**src/rtl/fifo_stream_reader.sv**
```systemverilog
// Read-side adapter for the RAM-based FIFO: issues pops, captures the registered
// read data and re-presents it as a valid/ready stream through a 3-entry skid buffer.
module fifo_stream_reader #(
  parameter int unsigned WIDTH     = 8,
  parameter int unsigned CNT_WIDTH = 16
) (
  input  logic                 clk,
  input  logic                 res,
  input  logic                 en,
  input  logic                 clr_cnt,
  input  logic                 fifo_empty,
  input  logic [WIDTH-1:0]     fifo_rdata,
  output logic                 fifo_shift_out,
  output logic                 out_valid,
  input  logic                 out_ready,
  output logic [WIDTH-1:0]     out_data,
  output logic [CNT_WIDTH-1:0] words_out,
  output logic                 idle
);

  localparam int unsigned DEPTH = 3;

  logic [1:0]           occ_q, occ_d;
  logic [1:0]           head_q, head_d;
  logic [1:0]           tail_q, tail_d;
  logic                 pending_q, pending_d;
  logic [CNT_WIDTH-1:0] cnt_q, cnt_d;
  logic [WIDTH-1:0]     mem_q [DEPTH];
  logic [WIDTH-1:0]     mem_d [DEPTH];
  logic [2:0]           committed;
  logic                 pop;
  logic                 consume;

  function automatic logic [1:0] ptr_inc(input logic [1:0] p);
    return (p == 2'd2) ? 2'd0 : p + 2'd1;
  endfunction

  assign out_valid      = (occ_q != 2'd0);
  assign out_data       = mem_q[head_q];
  assign words_out      = cnt_q;
  assign idle           = (occ_q == 2'd0) && !pending_q;
  assign fifo_shift_out = pop;

  always_comb begin
    // Counting the in-flight word as committed space is what makes overflow impossible.
    committed = {1'b0, occ_q} + {2'b00, pending_q};
    pop       = en && !fifo_empty && (committed < 3'd3) && !res;
    consume   = out_valid && out_ready;

    pending_d = pop;
    head_d    = head_q;
    tail_d    = tail_q;
    mem_d     = mem_q;
    cnt_d     = cnt_q;

    if (pending_q) begin
      mem_d[tail_q] = fifo_rdata;
      tail_d        = ptr_inc(tail_q);
    end
    if (consume) begin
      head_d = ptr_inc(head_q);
    end
    occ_d = occ_q + {1'b0, pending_q} - {1'b0, consume};

    if (clr_cnt) begin
      cnt_d = '0;
    end else if (consume) begin
      cnt_d = cnt_q + CNT_WIDTH'(1);
    end
  end

  always_ff @(posedge clk) begin
    if (res) begin
      occ_q     <= '0;
      head_q    <= '0;
      tail_q    <= '0;
      pending_q <= 1'b0;
      cnt_q     <= '0;
    end else begin
      occ_q     <= occ_d;
      head_q    <= head_d;
      tail_q    <= tail_d;
      pending_q <= pending_d;
      cnt_q     <= cnt_d;
    end
  end

  // Storage needs no reset: occupancy alone decides what is visible.
  always_ff @(posedge clk) begin
    mem_q <= mem_d;
  end

endmodule

```
**config.mk**
```make
export PLATFORM = sky130hd
export DESIGN_NAME = fifo_stream_reader
export DESIGN_NICKNAME = d
export VERILOG_FILES = /design/src/rtl/fifo_stream_reader.sv
export SDC_FILE = /design/constraint.sdc
export NUM_CORES = 1
export LEC_CHECK = 0
export BUFFER_PORTS_ARGS = -buffer_cell sky130_fd_sc_hd__buf_2
export CORE_MARGIN = 10
export CORE_UTILIZATION = 36
export DETAILED_ROUTE_END_ITERATION = 6
export SYNTH_ARGS = -nofsm -noshare
export SYNTH_HDL_FRONTEND = slang
export SYNTH_SLANG_ARGS = --single-unit
```
**constraint.sdc**
```tcl
create_clock -name clk -period 2.2 [get_ports clk]
set_input_delay 0.11 -clock clk [delete_from_list [all_inputs] [get_ports clk]]
set_output_delay 0.11 -clock clk [all_outputs]
set_load 0.005 [all_outputs]
```
== Word-level counts from Yosys, hierarchy flattened ==
Index checks and enable logic that the tools add are counted.
Storage, ports and cells
  bits in registers: 47
  input bits: 14
  output and inout port bits: 27
  logic and storage cells: 42
Operators by class
  $add $sub $neg: 6
  magnitude comparators: 4
  eq/ne operators: 2
  mux-type cells: 8
  bitwise operators: 2
  reduce and logical (&&, ||, !) cells: 12
Operators with widths (number)
  $bwmux W24: 1
  $mux W8: 3
  $add A16 B1 Y16 const B: 1
  $bmux W8 S2: 1
  $demux W8 S2: 1
  $ge A3 B3 Y1 const B: 2
  $logic_and A1 B1 Y1: 6
  $not A2 Y3: 2
  $add A2 B1 Y2 const B: 2
  $eq A2 B2 Y1 const B: 2
  $mux W2: 2
  $add A2 B1 Y3: 1
  $logic_not A1 Y1: 3
  $lt A3 B1 Y1 const B: 1
  $lt A3 B2 Y1 const B: 1
  $add A2 B1 Y2: 1
  $logic_not A2 Y1: 1
  $reduce_bool A2 Y1: 1
  $reduce_or A2 Y1: 1
  $sub A2 B1 Y2: 1

== Longest topological paths before layout ==
  word-level depth: 6
  mapped depth: 8
  mapped depth without buffers: 8

== Worst setup path before layout ==
OpenSTA, ideal clock, no wires.
  path kind: register to register
  start point: register cnt_q[0] (netlist: words_out[0])
  end point: register cnt_q[12] (netlist: words_out[12])
  library setup time: 122 ps
  data arrival time: 1602 ps
  data required time: 2078 ps
  slack: 477 ps
  cell stages (with the launch flop): 6
  buffers on the path: 0
  clock period less this slack: 1723 ps
  path through: dfxtp_1 > ha_1 > nand3_1 > or4_2 > o21ai_0 > a21oi_1
Between the ends
  cells in the longest elaborated chain, start to end: 1
RTL lines
  from (decl): line 27  | logic [CNT_WIDTH-1:0] cnt_q, cnt_d;
  from (signal assigned): line 84  | cnt_q <= cnt_d;
  $add A16 B1 Y16: line 68  | cnt_d = cnt_q + CNT_WIDTH'(1);
Every way passes these cells.
A chain may end at the register's enable or synchronous reset.

== Worst setup path after layout ==
  start point: register occ_q[0]
  end point: output fifo_shift_out
Between the ends
  cells in the longest elaborated chain, start to end: 4
RTL lines
  from (decl): line 23  | logic [1:0] occ_q, occ_d;
  from (signal assigned): line 74  | occ_q <= '0;
  from (signal assigned): line 80  | occ_q <= occ_d;
  $add A2 B1 Y3: line 46  | committed = {1'b0, occ_q} + {2'b00, pending_q};
  $lt A3 B2 Y1: line 47  | pop = en && !fifo_empty && (committed < 3'd3) && !res;
  $logic_and A1 B1 Y1 (2 in series): line 47
  to (decl): line 13  | output logic fifo_shift_out,
Every way passes these cells.

==> summary.md <==
| Metric | Value |
|---|---|
| Outcome | finished, final reports clean |
| Placed cell area | approximately 2300 sq um |
| Most common library cell in the layout ignoring fill and taps | buf_2 |
| Chip Height | between 90 and 100 um |
| Worst Tran Pin Value | ~570 ps |
| Max Freq | ~0.49 GHz |
| Sink Count | between 40 and 50 |
| Max_slew headroom | roughly three fifths |
| CTS Buffer Depth | 2 |
| Router iterations before antenna repair | 4 |
| GRT Total Usage | a little under a tenth |
| Final HPWL DP | around 2900 um |
| Global-route wire length before repair | roughly 6500 um |
| Top delay family on crit path | simple AND/OR/NAND/NOR gates |
| Routed vias/inst | a little under 5 |
| Worst path most repeated cell | ha_1 |
| Fill cells | 492 |
| WP data arrival | slightly below 2000 ps |
| Post-synthesis sequential area ratio | between 60% and 70% |
| Nets | 244 |
| Number of DRC markers in iteration 0 | between 50 and 60 |
| FF/Latch Area | between 1000 and 1500 sq um |
| Buf/Inv on CP | 1 |
| Clk pin slew, worst setup/hold paths | approximately 90 ps |
| Die W | approximately 93 um |
| Total negative slack | 0 ps |
| Slowest-stage cell, CP | or4b_2 |
| Final Instance Area | 2390 sq um |
| Leak | around 0.91 nW |
| Syn_area_per_cell | between 10 and 15 sq um |
| Startpoint types | flip-flop |
| IO Port Bufs | 40 |
| Gpl congestion | between 0.7 and 0.8 |
| Initial antenna violation count | 0 |
| Multi-input gate area | 708 sq um |
| # Post-CTS Setup Buffers | 0 |
| CTS Buf Count | 5 |
| Vias in the first global route | between 1,000 and 1,500 |
| Final Cycle Share | just over 90% |
| N_diodes | 0 |
| Final Skew | approximately 4.2 ps |
| Commonest non-fill, non-tap cells in the layout | buf_2 (40), edfxtp_1 (24), dfxtp_1 (23) |
| Unrepaired setup endpoints after global routing | false |
| CP max FO | 4 |
| Total gr overflow | 0 |
| Via count | 1,439 |
| DRC | 0 |
| Tmin final | roughly 2100 ps |
| MaxCap Viol Count | 0 |
| Row cnt | 26 |
| Mapped Nets | 193 |
| Drt wl/cell | 13.3 um |
| Post-Syn Area | around 1900 sq um |
| Endpoints failing hold | 0 |
| CTS tree | done |
| Cells after Synth | between 150 and 200 |
| Clock root buffer | clkbuf_8 |
| Final setup vio count | 0 |
| #FFs+latches synth | 47 |
| Synth warn | 0 |
| PwrDens | just over 800 nW/um^2 |
| Peak supply drop | 372 uV |
| Worst path required time | roughly 2100 ps |
| Slew Limit Fails | 0 |
| Setup crit end kind | primary output |
| Core ar. | 5170 sq um |
| Tightest Hold Check Type | primary input to flip-flop |
| Netlist cell types | 29 |
| H-tree depth | 2 |
| Total wire length | approximately 3900 um |
| Die area | about 8700 sq um |
| Initial Util | a little under two fifths |
| Synth-to-Final Area Change | 23.7% |
| Top-level port count | 41 |
| Fraction of layout cells with a size suffix above 1 | between 20% and 30% |
| Pin count of the biggest net entering global routing | 17 |
| Routed Antenna Nets | 0 |
| Largest stage delay, worst path | between 600 and 700 ps |
| Crit Path Class | flip-flop to primary output |
| Worst-path cell chain | ha_1 > ha_1 > or4b_2 > a21oi_1 > buf_2 |
| Worst skew pair latency | roughly 300 ps |
==> registers in the layout, summed over array words and instances, names as in the netlist <==
| name | flops |
|---|---|
| mem_q | 24 |
| words_out | 16 |
| head_q | 2 |
| occ_q | 2 |
| tail_q | 2 |
| pending_q | 1 |
==> cells in the mapped netlist, drive strengths merged <==
| cell | instances | area [sq um] |
|---|---|---|
| clkbuf | 4 | 15.0 |
| xnor2 | 8 | 70.1 |
| dfxtp | 23 | 460 |
| mux2i | 8 | 80.1 |
| or4 | 2 | 20.0 |
| inv | 5 | 18.8 |
| ha | 5 | 62.6 |
| a21oi | 12 | 60.1 |
| nand3b | 1 | 7.51 |
| nor3 | 6 | 30.0 |
| buf | 2 | 11.3 |
| and3 | 1 | 6.26 |
| o21ai | 14 | 73.8 |
| nand4 | 3 | 25.0 |
| nor2 | 17 | 63.8 |
| nor4 | 2 | 12.5 |
| xor2 | 4 | 35.0 |
| or4b | 1 | 10.0 |
| nand2 | 20 | 75.1 |
| nand4b | 2 | 17.5 |
| nand3 | 3 | 15.0 |
| nor2b | 2 | 12.5 |
| edfxtp | 24 | 721 |
| or2 | 2 | 12.5 |
| or3 | 3 | 18.8 |
==> worst reg2reg max path: cells and delay by family, from the launching register on <==
family	cells	cell delay, ps
AO/OA/AOI/OAI	2	260
AND/OR/NAND/NOR	2	880
adder cells (fa/ha/maj)	1	190
flip-flops	1	420
==> kinds of logic (layout without fill, tap and decap cells) <==
kind of cell,count (synthesis),in the layout,synth area share [%]
flops,47,47,61.1
simple gates,65,65,16.9
buf+inv,11,63,2.33
xor+xnor,12,12,5.43
mux,8,8,4.14
fa+ha+maj,5,5,3.23
compound gates,26,26,6.92
==> area by class of cell <==
class	count	area share, %
timing repair buffer	50	11.7
clock buffer	5	2.88
inverter	5	0.785
sequential	47	49.4
tap	70	3.66
clock inverter	3	1.99
multi-input combinational	116	29.6
==> per-stage QoR <==
step / total power, mW / util, % / hold WS, ps / instances / worst slack [ps]
3_5_place_dp: 1.37 / 43.6 / 314 / 286 / 337
5_1_grt: 2.10 / 46.3 / 2.24 / 296 / 69.3
3_3_place_gp: 1.37 / 43.6 / 313 / 286 / 401
2_1_floorplan: 1.22 / - / 179 / 174 / 477
4_1_cts: 2.02 / 46.3 / 0.192 / 296 / 131
6_report: 1.98 / 46.3 / 8.86 / 296 / 144
==> layer usage <==
metal	vias to the layer above	routed length, um	GRT usage (%)
met1	688	1780	10.8
li1	715	-	-
met2	30	1860	14.8
met3	6	215	3.44
met4	0	70	3.86
met5	-	0	0
==> what timing repair did <==
item / in CTS / in global routing
gates resized for setup: 0 / 0
hold endpoints to repair: 6 / 0
hold buffers: 2 / 0
==> power by group <==
part / switching [mW] / internal [mW] / leakage (nW)
Combinational: 0.174 / 0.170 / 0.451
Sequential: 0.0454 / 0.955 / 0.403
Clock: 0.295 / 0.344 / 0.0587
Total: 0.515 / 1.47 / 0.913
==> final timing paths <==
path | startpoint | end | slack, ps | cells after the start
worst min register to register | words_out[15] | words_out[15] | 490 | 2
worst max-delay path | occ_q[0] | fifo_shift_out | 140 | 5
worst min-delay path | fifo_rdata[1] | mem_q[17] | 9 | 1
worst max register to register | words_out[0] | words_out[12] | 330 | 5
Power figures use the tool's default switching activity.
